[config.mk]
export PLATFORM = sky130hd
export DESIGN_NAME = vga_timing_gen
export DESIGN_NICKNAME = d
export VERILOG_FILES = /design/src/rtl/vga_pkg.sv /design/src/rtl/vga_sync_delay.sv /design/src/rtl/vga_timing_gen.sv
export SDC_FILE = /design/constraint.sdc
export NUM_CORES = 1
export LEC_CHECK = 0
export BUFFER_PORTS_ARGS = -buffer_cell sky130_fd_sc_hd__buf_2
export CAP_MARGIN = 40
export CORE_ASPECT_RATIO = 2
export CORE_MARGIN = 3
export CORE_UTILIZATION = 59
export DETAILED_ROUTE_END_ITERATION = 8
export PLACE_DENSITY_LB_ADDON = 0.15
export REMOVE_ABC_BUFFERS = 1
export SLEW_MARGIN = 5
export SYNTH_ARGS = -nofsm -noshare
export SYNTH_HDL_FRONTEND = slang
export SYNTH_HIERARCHICAL = 1
export SYNTH_SLANG_ARGS = --single-unit
[constraint.sdc]
create_clock -name clk -period 4.5 [get_ports clk]
set_input_delay 0.225 -clock clk [delete_from_list [all_inputs] [get_ports clk]]
set_output_delay 0.225 -clock clk [all_outputs]
set_load 0.05 [all_outputs]
[src/rtl/vga_pkg.sv]
// Shared VGA raster constants: 640x480@60 Hz default timing and coordinate width.
// Renderers and the timing generator import this so everyone agrees on the geometry.
package vga_pkg;

    localparam int COORD_W = 10;

    localparam int VGA_H_ACTIVE = 640;
    localparam int VGA_H_FP     = 16;
    localparam int VGA_H_SYNC   = 96;
    localparam int VGA_H_BP     = 48;
    localparam int VGA_H_TOTAL  = VGA_H_ACTIVE + VGA_H_FP + VGA_H_SYNC + VGA_H_BP;
    localparam int VGA_H_SYNC_START = VGA_H_ACTIVE + VGA_H_FP;
    localparam int VGA_H_SYNC_END   = VGA_H_SYNC_START + VGA_H_SYNC - 1;

    localparam int VGA_V_ACTIVE = 480;
    localparam int VGA_V_FP     = 10;
    localparam int VGA_V_SYNC   = 2;
    localparam int VGA_V_BP     = 33;
    localparam int VGA_V_TOTAL  = VGA_V_ACTIVE + VGA_V_FP + VGA_V_SYNC + VGA_V_BP;
    localparam int VGA_V_SYNC_START = VGA_V_ACTIVE + VGA_V_FP;
    localparam int VGA_V_SYNC_END   = VGA_V_SYNC_START + VGA_V_SYNC - 1;

    // Inclusive window test on a scan coordinate.
    function automatic logic in_span(input logic [COORD_W-1:0] v,
                                     input logic [COORD_W-1:0] lo,
                                     input logic [COORD_W-1:0] hi);
        return (v >= lo) && (v <= hi);
    endfunction

endpackage

[src/rtl/vga_sync_delay.sv]
// Enable-gated shift register with a reset value; aligns sync/blank with a
// renderer pipeline of DEPTH pixel ticks. DEPTH=0 is a straight wire.
module vga_sync_delay import vga_pkg::*; #(
    parameter int               WIDTH     = 2,
    parameter int               DEPTH     = 1,
    parameter logic [WIDTH-1:0] RESET_VAL = '0
) (
    input  logic             clk,
    input  logic             rst,
    input  logic             en,
    input  logic [WIDTH-1:0] din,
    output logic [WIDTH-1:0] dout
);

    generate
        if (DEPTH == 0) begin : g_wire
            assign dout = din;
        end else begin : g_shift
            logic [WIDTH-1:0] stage [DEPTH];

            always_ff @(posedge clk) begin
                if (rst) begin
                    for (int i = 0; i < DEPTH; i++) begin
                        stage[i] <= RESET_VAL;
                    end
                end else if (en) begin
                    stage[0] <= din;
                    for (int i = 1; i < DEPTH; i++) begin
                        stage[i] <= stage[i-1];
                    end
                end
            end

            assign dout = stage[DEPTH-1];
        end
    endgenerate

endmodule

[src/rtl/vga_timing_gen.sv]
// VGA raster timing: pixel-rate enable, scan coordinates, sync pulses (plain and
// pipeline-delayed) and line/frame strobes. All outputs are registered.
module vga_timing_gen import vga_pkg::*; #(
    parameter int   H_ACTIVE   = VGA_H_ACTIVE,
    parameter int   H_FP       = VGA_H_FP,
    parameter int   H_SYNC     = VGA_H_SYNC,
    parameter int   H_BP       = VGA_H_BP,
    parameter int   V_ACTIVE   = VGA_V_ACTIVE,
    parameter int   V_FP       = VGA_V_FP,
    parameter int   V_SYNC     = VGA_V_SYNC,
    parameter int   V_BP       = VGA_V_BP,
    parameter int   CLK_DIV    = 2,
    parameter int   PIPE_DELAY = 1,
    parameter logic SYNC_POL   = 1'b0
) (
    input  logic               clk,
    input  logic               rst,
    output logic               pix_en,
    output logic               vga_clk,
    output logic [COORD_W-1:0] pixelx,
    output logic [COORD_W-1:0] pixely,
    output logic               active,
    output logic               hsync,
    output logic               vsync,
    output logic               hsync_dly,
    output logic               vsync_dly,
    output logic               line_start,
    output logic               frame_start
);

    localparam int H_TOTAL = H_ACTIVE + H_FP + H_SYNC + H_BP;
    localparam int V_TOTAL = V_ACTIVE + V_FP + V_SYNC + V_BP;
    localparam int DIV_W   = $clog2(CLK_DIV);

    localparam logic [COORD_W-1:0] X_LAST   = COORD_W'(H_TOTAL - 1);
    localparam logic [COORD_W-1:0] Y_LAST   = COORD_W'(V_TOTAL - 1);
    localparam logic [COORD_W-1:0] X_ACT    = COORD_W'(H_ACTIVE);
    localparam logic [COORD_W-1:0] Y_ACT    = COORD_W'(V_ACTIVE);
    localparam logic [COORD_W-1:0] HS_START = COORD_W'(H_ACTIVE + H_FP);
    localparam logic [COORD_W-1:0] HS_END   = COORD_W'(H_ACTIVE + H_FP + H_SYNC - 1);
    localparam logic [COORD_W-1:0] VS_START = COORD_W'(V_ACTIVE + V_FP);
    localparam logic [COORD_W-1:0] VS_END   = COORD_W'(V_ACTIVE + V_FP + V_SYNC - 1);
    localparam logic [DIV_W-1:0]   DIV_LAST = DIV_W'(CLK_DIV - 1);
    localparam logic [DIV_W-1:0]   DIV_HALF = DIV_W'(CLK_DIV / 2);

    generate
        if (H_TOTAL > (1 << COORD_W)) begin : g_bad_h_total
            $error("vga_timing_gen: H_TOTAL does not fit the coordinate counter");
        end
        if (V_TOTAL > (1 << COORD_W)) begin : g_bad_v_total
            $error("vga_timing_gen: V_TOTAL does not fit the coordinate counter");
        end
        if ((CLK_DIV < 2) || (CLK_DIV % 2 != 0)) begin : g_bad_clk_div
            $error("vga_timing_gen: CLK_DIV must be even and at least 2");
        end
        if ((PIPE_DELAY < 0) || (PIPE_DELAY > 7)) begin : g_bad_pipe_delay
            $error("vga_timing_gen: PIPE_DELAY must be within 0..7");
        end
    endgenerate

    logic [DIV_W-1:0]   div_cnt;
    logic [DIV_W-1:0]   div_nxt;
    logic               pix_en_nxt;
    logic               vga_clk_nxt;
    logic [COORD_W-1:0] x_nxt;
    logic [COORD_W-1:0] y_nxt;
    logic               hsync_nxt;
    logic               vsync_nxt;
    logic               active_nxt;
    logic               line_nxt;
    logic               frame_nxt;

    // Decodes and strobes look at next-state counts so they land in the same
    // cycle as the coordinates they describe.
    always_comb begin
        div_nxt     = (div_cnt == DIV_LAST) ? '0 : div_cnt + 1'b1;
        pix_en_nxt  = (div_nxt == DIV_LAST);
        vga_clk_nxt = (div_nxt < DIV_HALF);

        x_nxt = pixelx;
        y_nxt = pixely;
        if (pix_en) begin
            if (pixelx == X_LAST) begin
                x_nxt = '0;
                y_nxt = (pixely == Y_LAST) ? '0 : pixely + 1'b1;
            end else begin
                x_nxt = pixelx + 1'b1;
            end
        end

        hsync_nxt  = in_span(x_nxt, HS_START, HS_END) ? SYNC_POL : ~SYNC_POL;
        vsync_nxt  = in_span(y_nxt, VS_START, VS_END) ? SYNC_POL : ~SYNC_POL;
        active_nxt = (x_nxt < X_ACT) && (y_nxt < Y_ACT);
        line_nxt   = pix_en_nxt && (x_nxt == X_LAST);
        frame_nxt  = line_nxt && (y_nxt == Y_LAST);
    end

    always_ff @(posedge clk) begin
        if (rst) begin
            div_cnt     <= '0;
            pix_en      <= 1'b0;
            vga_clk     <= 1'b1;
            pixelx      <= '0;
            pixely      <= '0;
            active      <= 1'b1;
            hsync       <= ~SYNC_POL;
            vsync       <= ~SYNC_POL;
            line_start  <= 1'b0;
            frame_start <= 1'b0;
        end else begin
            div_cnt     <= div_nxt;
            pix_en      <= pix_en_nxt;
            vga_clk     <= vga_clk_nxt;
            pixelx      <= x_nxt;
            pixely      <= y_nxt;
            active      <= active_nxt;
            hsync       <= hsync_nxt;
            vsync       <= vsync_nxt;
            line_start  <= line_nxt;
            frame_start <= frame_nxt;
        end
    end

    // The delay line captures the sync belonging to the pixel being retired,
    // so each stage lags hsync/vsync by exactly one pixel tick.
    vga_sync_delay #(
        .WIDTH     (2),
        .DEPTH     (PIPE_DELAY),
        .RESET_VAL ({~SYNC_POL, ~SYNC_POL})
    ) u_sync_delay (
        .clk  (clk),
        .rst  (rst),
        .en   (pix_en),
        .din  ({hsync, vsync}),
        .dout ({hsync_dly, vsync_dly})
    );

endmodule

# Yosys cells after proc, flatten, opt, wreduce, memory -nomap -nowiden
# Memories as Yosys holds them, arrays and structs flattened.
# Index checks and enable logic that the tools add are counted.
[word_totals]
ramBits = 2
n_memories = 1
register_bits = 27
wordCells = 45
inputBits = 2
[memory_table]
columns = ["name", "words", "word_bits", "rd", "rd_clocked_by_memory_dff", "write_ports", "line", "rtl"]
rows = [
  ["u_sync_delay.g_shift.stage", 1, 2, 1, 0, 1, "vga_sync_delay.sv:19", "logic [WIDTH-1:0] stage [DEPTH];"],
]
[classes]
order_cmp = 7
n_reduce_logical = 6
n_eq_ne = 4
muxes = 15
n_addsub = 3
[op_table]
columns = ["op", "count"]
rows = [
  ["$mux 10", 5],
  ["$eq 10x10->1 const B", 4],
  ["$add 10x1->10 const B", 2],
  ["$ge 10x10->1 const B", 1],
  ["$ge 10x9->1 const B", 1],
  ["$le 10x10->1 const B", 1],
  ["$le 10x9->1 const B", 1],
  ["$lt 10x10->1 const B", 1],
  ["$lt 10x9->1 const B", 1],
  ["$mux 1", 9],
  ["$logic_and 1x1->1", 5],
  ["$mux 2", 1],
  ["$reduce_or 2->1", 1],
  ["$add 1x1->1 const B", 1],
  ["$lt 1x1->1 const B", 1],
]

# Logic depth before layout (Yosys ltp)
# Gate-level depths: netlist (run 1).
[logic_depth]
ltp_word = 7
mapped_depth = 8
depth_no_buf = 8

# Modules after synthesis
# Netlist (run 1), hierarchy kept.
[modules_own_cells]
columns = ["module", "seq_area_each_um2", "area_each_um2", "n_inst", "cells_each"]
rows = [
  ["vga_timing_gen", 540.5, 1555.2, 1, 193],
  ["vga_sync_delay", 60.1, 83.8, 1, 5],
]

# Least setup slack after synthesis (run 1)
# OpenSTA, ideal clock, no wires.
[synth_timing]
path_kind = "register to register"
start = "reg pixely[0]"
end = "reg frame_start"
arrival_time_ps = 2319
stages_incl_launch_ff = 9
period_less_slack_ps = 2406
setup_slack_ps = 2094
setup_time_ps = 87
path_buffers = 1
required_ps = 4413
cell_sequence = "dfxtp_1 ha_1 and3_1 clkbuf_1 nand3_1 nor2_1 nand3_1 a221o_1 nor4b_2"
[synth_via]
elab_chain_cells = 6
word_cells_on_any_way = 7
cone_classes = "add/sub (1); eq/ne (2); mux (3); reduce/logical (1)"
[synth_lines]
columns = ["element", "line", "rtl"]
rows = [
  ["start: declaration", "vga_timing_gen.sv:21", "output logic [COORD_W-1:0] pixely,"],
  ["start signal: assignment", "vga_timing_gen.sv:115", "pixely <= y_nxt;"],
  ["$add 10x1->10 / $eq 10x10->1 (equally long branches)", "vga_timing_gen.sv:85", "y_nxt = (pixely == Y_LAST) ? '0 : pixely + 1'b1;"],
  ["$mux 10", "vga_timing_gen.sv:85", ""],
  ["$mux 10", "vga_timing_gen.sv:83", "if (pixelx == X_LAST) begin"],
  ["$mux 10 (*)", "vga_timing_gen.sv:82", "if (pix_en) begin"],
  ["$eq 10x10->1 (*)", "vga_timing_gen.sv:95", "frame_nxt = line_nxt && (y_nxt == Y_LAST);"],
  ["$logic_and 1x1->1 (*)", "vga_timing_gen.sv:95", ""],
  ["end signal: assignment", "vga_timing_gen.sv:120", "frame_start <= frame_nxt;"],
  ["end: declaration", "vga_timing_gen.sv:28", "output logic frame_start"],
]
# Every way passes the cells marked *; elsewhere a longest branch is shown, timed or not.
# A chain may end at the register's enable or synchronous reset.

# Worst setup path after layout (run 1)
[layout_timing]
start = "reg div_cnt"
end = "reg frame_start"
[layout_via]
elab_chain_cells = 4
word_cells_on_any_way = 8
cone_classes = "add/sub (1); eq/ne (2); mux (3); reduce/logical (2)"
[layout_lines]
columns = ["element", "line", "rtl"]
rows = [
  ["start: declaration", "vga_timing_gen.sv:61", "logic [DIV_W-1:0] div_cnt;"],
  ["start signal: assignment", "vga_timing_gen.sv:111", "div_cnt <= div_nxt;"],
  ["$mux 10 / $add 1x1->1 (equally long branches)", "n/a", ""],
  ["$eq 10x10->1 / $mux 1 (equally long branches)", "n/a", ""],
  ["$logic_and 1x1->1", "vga_timing_gen.sv:94", "line_nxt = pix_en_nxt && (x_nxt == X_LAST);"],
  ["$logic_and 1x1->1 (*)", "vga_timing_gen.sv:95", ""],
]
# Marked as above.

==> out/qor.yml, run 1 <==
sta:
  finalCritPeriodShare_pct: 60.22
  setup_tns_ps: 0
  drv_slew: 0
  hold_violations: 0
  finalSetupViolations: 0
  fmax_ghz: 0.3690
  period_needed_ps: 2710
  skew_ps: 7.537
  holdWs_ps: 372.8
  tightestPinTransition_ps: 675.9
  rsz0062_at_grt: "no"
  worst_slew_margin_rel_pct: 54.53
drt:
  num_vias: 1593
  postRouteAntennaNets: 0
  wl_per_cell_um: 17.14
  first_pass_iters: 4
  vias_per_cell: 6.347
  post-route-drc-count: 0
  drt_iter0_drc: 34
  wl_mm: 4.302
clock_tree:
  cts_tree: "built"
  post_cts_resized: 0
  cts_buffers: 5
  cts.clk_slew.worst_paths_ps: 70
  cts_root_buffer: "clkbuf_8"
  clk_latency_ps: 280
  holdBufCountCts: 0
  clockBufferDepth: 2
  cts.htree.levels: 2
  clock-sinks: 29
  post_cts_buffers: 0
critical_path:
  end_kind: "flip-flop"
  critPathTopFamily: "simple AND/OR/NAND/NOR gates"
  crit_type: "reg2reg"
  startpoint_type: "flip-flop"
  cp_data_arrival_time_ps: 2890
  max_stage_delay_ps: 680
  path_cells: "and4_1 > and4_1 > nand4_1 > xor2_1 > a221o_1 > nor4b_2"
  path_max_fanout: 22
  crit_slowest_cell: "and4_1"
  cpMostUsedCell: "and4_1"
  crit_buf_inv: 0
  required_ps: 4680
hold_path:
  hold_class: "in2reg"
synth:
  ys_types: 47
  synth_area_per_cell_um2: 8.278
  synth-edff-count: 2
  ys_warn_count: 6
  seq_area_frac_synth_pct: 36.64
  postSynthCellCount: 198
  syn-cell-area_um2: 1639
  ys_ff_latch: 29
  async_flop_share_pct: 0
  synthFlopType: "dfxtp_1"
final_layout:
  n_antenna_cell: 0
  nFillCells: 225
  post_route_cells_drive_above_1_share_pct: 18.83
  synthToLayoutAreaGrowth_pct: 13.82
  nNetsFinal: 227
floorplanning:
  die_area_um2: 3485
  die_h_um: 80.54
  pin_count: 31
  row_count: 26
  die_w_um: 43.27
  core_area_um2: 2603
  start_util_pct: 62.98
grt:
  grt_first_pass_wirelength_mm: 7.162
  grt_antenna_before_repair: 0
  grt_max_degree: 28
  grt_usage_pct: 27.29
  grt_pass1_vias: 1529
  grt_overflow_total: 0
placement:
  dp.final_hpwl_mm: 3.159
  gp_congestion: 0.8628
  port_buffers: 30
pwr:
  cellPowerDensity_nw_per_um2: 298.2
  ir_drop_uv: 256.5
  p_leak_nw: 0.7224
flow_run:
  cap_violations: 0
outcome:
  status: "finished clean"
[synth_stat cells, types with 5 or more instances]
cell type	instances	area (µm²)
a21oi_1	12	60.06
buf_2	5	25.02
clkbuf_1	6	22.52
dfxtp_1	27	540.5
inv_1	5	18.77
nand2_1	17	63.81
nand2b_1	5	31.28
nand3_1	10	50.05
nand4_1	9	56.30
nor2_1	16	60.06
nor3_1	12	60.06
o21ai_0	6	30.03
xnor2_1	8	70.07
xor2_1	6	52.55
[routing by layer]
layer / share of wire, % / wire length (µm) / track usage, % / vias up
met5: 0 / 0 / 0 / -
met4: 5.1 / 219 / 16.62 / 0
met3: 4.4 / 189 / 4.260 / 19
met2: 56 / 2395 / 50.45 / 72
met1: 35 / 1497 / 26.87 / 739
li1: - / - / - / 763
[cell usage in the layout, fill, tap and decap left out, types with 3 or more instances in the layout]
master / Yosys / routed
or3_1: 3 / 3
buf_2: 5 / 30
xor2_1: 6 / 6
a21oi_1: 12 / 12
inv_1: 5 / 5
nand3_1: 10 / 10
and4_1: 4 / 4
nor4_1: 4 / 4
xnor2_1: 8 / 8
o21ai_0: 6 / 6
nor2_1: 16 / 16
a211oi_1: 3 / 3
nand2b_1: 5 / 5
clkbuf_8: 0 / 5
nand4_1: 9 / 9
nor3_1: 12 / 12
nand2_1: 17 / 17
dfxtp_1: 27 / 27
or2_2: 3 / 3
ha_1: 3 / 3
[state kept, by name, summed over array words and instances, names as in the netlist]
signal	count
pixelx	10
pixely	10
vga_clk	1
hsync	1
frame_start	1
div_cnt	1
vsync	1
line_start	1
active	1
u_sync_delay/g_shift.stage	2
[cell type report]
type	count	area, µm²	share of cell area [%]
Timing Repair Buffer	30	150.1	8.048
Clock buffer	6	72.57	3.890
Multi-Input combinational cell	151	953.4	51.11
Inverter	5	18.77	1.006
Sequential cell	29	600.6	32.19
Clock inverter	2	35.03	1.878
Tap cell	28	35.03	1.878
[report_power, final]
part	leakage [nW]	switching [mW]	internal [mW]
sequential	0.233	0.00465	0.262
combinational	0.434	0.0191	0.00632
clock	0.0552	0.0997	0.164
[metrics by stage]
stage               worst slack (ps)  std cells  cell area [µm²]  power, mW  utilization, %
finish                          1790        251             1866     0.5563           71.68
global route                    1547        251             1866     0.5738           71.68
CTS                             1827        251             1866     0.5606           71.68
detailed placement              1865        243             1758     0.2982           67.55
global placement                2013        243             1758     0.2972           67.55
floorplan                       1828        185             1573     0.2890               -
[worst reg2reg max path: cells and delay by family, from the launching register on]
family / cells / cell delay (ps)
xor gates and xnor gates: 1 / 210
DFF: 1 / 560
and+or+nand+nor: 4 / 1540
AOI/OAI and AO/OA: 1 / 310
[cells by family after synthesis]
| kind of cell | count (synthesis) | share of synthesized area (%) |
|---|---|---|
| flip-flops | 29 | 36.64 |
| XOR/XNOR | 14 | 7.481 |
| adder cells (fa/ha/maj) | 3 | 2.290 |
| AO/OA/AOI/OAI | 38 | 15.19 |
| buffers and inverters | 18 | 5.191 |
| AND/OR/NAND/NOR | 94 | 31.98 |
| multiplexers | 2 | 1.221 |
[final timing paths]
| path | start | to | slack, ps | cells past startpoint |
|---|---|---|---|---|
| hold / removal | rst | pixelx[2] | 370 | 2 |
| hold reg to reg | vsync | u_sync_delay/g_shift.stage[0][0] | 530 | 1 |
| setup reg to reg | div_cnt | frame_start | 1790 | 6 |
| setup / recovery | div_cnt | frame_start | 1790 | 6 |
Note: power is estimated with default switching activity, not from simulation.
==> inputs of run 2 (changes only) <==
--- a/config.mk
+++ b/config.mk
@@ -5,11 +5,12 @@
 export SDC_FILE = /design/constraint.sdc
 export NUM_CORES = 1
 export LEC_CHECK = 0
+export ABC_AREA = 1
 export BUFFER_PORTS_ARGS = -buffer_cell sky130_fd_sc_hd__buf_2
 export CAP_MARGIN = 40
 export CORE_ASPECT_RATIO = 2
 export CORE_MARGIN = 3
-export CORE_UTILIZATION = 59
+export CORE_UTILIZATION = 49
 export DETAILED_ROUTE_END_ITERATION = 8
 export PLACE_DENSITY_LB_ADDON = 0.15
 export REMOVE_ABC_BUFFERS = 1
==> constraint.sdc (replaced) <==
create_clock -name clk -period 2.4 [get_ports clk]
set_input_delay 0.12 -clock clk [delete_from_list [all_inputs] [get_ports clk]]
set_output_delay 0.12 -clock clk [all_outputs]
set_load 0.05 [all_outputs]
==> run 2 against run 1 <==
  * Register-to-register slack got worse by 1300 ps
  * Hold slack got worse by 270 ps
  * Via count rose by 6.0%
  * Synthesized area rose by 2.8%
  * Sequential share of layout area fell by 1.4 points
  * Non-clock buffer count rose by 2
  * Final area rose by 4.5%
  * Largest power group unchanged
==> out/qor.yml, run 2 <==
synth:
  yosys.area_share.simple_pct: 46.03  # was 31.98%
  ys_types: 28  # was 47
  ys_warn_count: 6  # unchanged
  synth-edff-count: 2  # unchanged
  synth_compound_area_share_pct: 4.751  # was 15.19%
  yosysTopAreaCell: "dfxtp_1"  # unchanged
  synth_area_per_cell_um2: 6.609  # was 8.278 µm²
  seq_area_frac_synth_pct: 35.63  # was 36.64%
  synth_mux_area_share_pct: 0  # was 1.221%
  postSynthCellCount: 255  # was 198
  synth_top_family_by_area: "simple AND/OR/NAND/NOR gates"  # unchanged
  async_flop_share_pct: 0  # unchanged
  ys_ff_latch: 29  # unchanged
  synthFlopType: "dfxtp_1"  # unchanged
  synth.most_common_cell: "nand2_1"  # was dfxtp_1
  synth-xor-area-share_pct: 1.559  # was 7.481%
  synthAdderAreaFrac_pct: 2.227  # was 2.290%
  syn-cell-area_um2: 1685  # was 1639 µm²
  synth_commonest_cells: "nand2_1, nor2_1, inv_1, dfxtp_1, nand3_1"  # was dfxtp_1, nand2_1, nor2_1, a21oi_1, nor3_1
  synth.top_cell.area_share_pct: 32.07  # was 32.98%
  yosys-top-cells-area: "dfxtp_1, nand2_1, nor2_1"  # was dfxtp_1, xnor2_1, nand2_1
placement:
  placed_area_um2: 1867  # was 1758 µm²
  gp_congestion: 0.9565  # was 0.8628
  port_buffers: 30  # unchanged
  dp.final_hpwl_mm: 3.210  # was 3.159 mm
clock_tree:
  clockBufferDepth: 2  # unchanged
  clock-sinks: 29  # unchanged
  post_cts_buffers: 0  # unchanged
  cts.htree.levels: 2  # unchanged
  clk_latency_ps: 280  # about the same
  holdBufCountCts: 0  # unchanged
  cts_buffers: 5  # unchanged
  cts_tree: "built"  # unchanged
  cts_root_buffer: "clkbuf_8"  # unchanged
  cts.clk_slew.worst_paths_ps: 70  # about the same
  post_cts_resized: 0  # unchanged
grt:
  grt_usage_pct: 23.31  # was 27.29%
  grt_max_degree: 25  # was 28
  grt_pass1_vias: 1645  # was 1529
  grt_antenna_before_repair: 0  # unchanged
  grt_overflow_total: 0  # unchanged
  grt_first_pass_wirelength_mm: 7.203  # was 7.162 mm
final_layout:
  synthToLayoutAreaGrowth_pct: 15.66  # was 13.82%
  layout_common_cells: "nand2_1, nor2_1, inv_1, buf_2, dfxtp_1"  # was buf_2, dfxtp_1, nand2_1, nor2_1
  final_common_cell: "nand2_1"  # was buf_2
  post_route_cells_drive_above_1_share_pct: 18.90  # was 18.83%
  nNetsFinal: 295  # was 227
  n_antenna_cell: 0  # unchanged
  top_regs: "pixelx x10, pixely x10, u_sync_delay/g_shift.stage x2"  # unchanged
  postLayoutCellArea_um2: 1949  # was 1866 µm²
sta:
  skew_ps: 10.03  # was 7.537 ps
  worst_slew_margin_rel_pct: 75.35  # was 54.53%
  setup_tns_ps: 0  # unchanged
  hold_violations: 0  # unchanged
  finalCritPeriodShare_pct: 77.92  # was 60.22%
  finalSetupViolations: 0  # unchanged
  period_needed_ps: 1870  # was 2710 ps
  fmax_ghz: 0.5348  # was 0.3690 GHz
  tightestPinTransition_ps: 367.0  # was 675.9 ps
  rsz0062_at_grt: "no"  # unchanged
  drv_slew: 0  # unchanged
critical_path:
  path_cells: "ha_1 > nand2_1 > nor2_8 > nand2_4 > nor2_8 > nand2_1 > xor2_1 > nand2_1 > nor2_1 > nand2_1 > nor2_1"  # was and4_1 > and4_1 > nand4_1 > xor2_1 > a221o_1 > nor4b_2
  crit_slowest_cell: "dfxtp_1"  # was and4_1
  cp_data_arrival_time_ps: 2100  # was 2890 ps
  critPathTopFamily: "simple AND/OR/NAND/NOR gates"  # unchanged
  max_stage_delay_ps: 380  # was 680 ps
  startpoint_type: "flip-flop"  # unchanged
  crit_buf_inv: 0  # unchanged
  crit_type: "reg2reg"  # unchanged
  end_kind: "flip-flop"  # unchanged
  cpMostUsedCell: "nand2_1"  # was and4_1
  path_max_fanout: 10  # was 22
  required_ps: 2630  # was 4680 ps
floorplanning:
  core_area_um2: 3229  # was 2603 µm²
  row_count: 29  # was 26
  start_util_pct: 52.19  # was 62.98%
  die_h_um: 88.94  # was 80.54 µm
  die_w_um: 47.47  # was 43.27 µm
  die_area_um2: 4222  # was 3485 µm²
  pin_count: 31  # unchanged
drt:
  wl_per_cell_um: 12.80  # was 17.14 µm
  num_vias: 1688  # was 1593
  postRouteAntennaNets: 0  # unchanged
  wl_mm: 4.120  # was 4.302 mm
  post-route-drc-count: 0  # unchanged
  drt_iter0_drc: 36  # was 34
  vias_per_cell: 5.242  # was 6.347
  first_pass_iters: 4  # unchanged
pwr:
  cellPowerDensity_nw_per_um2: 486.9  # was 298.2 nW/µm²
  ir_drop_uv: 269.7  # was 256.5 µV
  p_leak_nw: 1.011  # was 0.7224 nW
  p_total_uw: 949.1  # was 556.3 µW
outcome:
  status: "finished clean"  # unchanged
flow_run:
  cap_violations: 0  # unchanged
hold_path:
  hold_class: "in2reg"  # unchanged
==> run 2: layer usage <==
metal	part of all wire (%)	global-route usage (%)	vias up
li1	-	-	865
met1	38	24.19	769
met3	3.5	4.234	12
met4	3.5	9.572	0
met5	0	0	-
met2	55	42.67	42
==> run 2: cell families after synthesis <==
kind of cell    count (synthesis)
fa+ha+maj                       3
compound gates                 13
buf+inv                        42
simple gates                  165
flops                          29
xor+xnor                        3
==> run 2: path summary, 6_finish.rpt <==
kind	slack, ps	from	endpoint	cells past startpoint
setup / recovery	530	pixelx[0]	frame_start	11
hold / removal	100	rst	div_cnt	2
hold reg to reg	530	hsync	u_sync_delay/g_shift.stage[0][1]	2
setup reg to reg	530	pixelx[0]	frame_start	11
==> run 2: layout make-up <==
class	instances	area [µm²]
Tap cell	31	38.79
Fill cell	333	1280
Clock inverter	2	10.01
Sequential cell	29	600.6
Multi-Input combinational cell	184	919.6
Timing Repair Buffer	32	165.2
Inverter	38	142.6
Clock buffer	6	72.57
==> run 2: per-stage QoR <==
| step | instances | util (%) | hold slack, ps | worst slack (ps) |
|---|---|---|---|---|
| final | 322 | 60.36 | 104.4 | 530.0 |
| after global routing | 322 | 60.36 | 110.5 | 289.5 |
| after CTS | 322 | 60.36 | 108.2 | 507.6 |
| after detailed placement | 314 | 57.81 | 398.2 | 515.5 |
| after global placement | 314 | 57.81 | 396.3 | 515.6 |
| after floorplan | 251 | - | 188.4 | 266.7 |
==> run 2: report_power, final <==
group          total [mW]  switching [mW]  internal [mW]
Sequential          0.499         0.00632          0.493
Clock               0.386           0.186          0.200
Combinational      0.0639          0.0494         0.0145
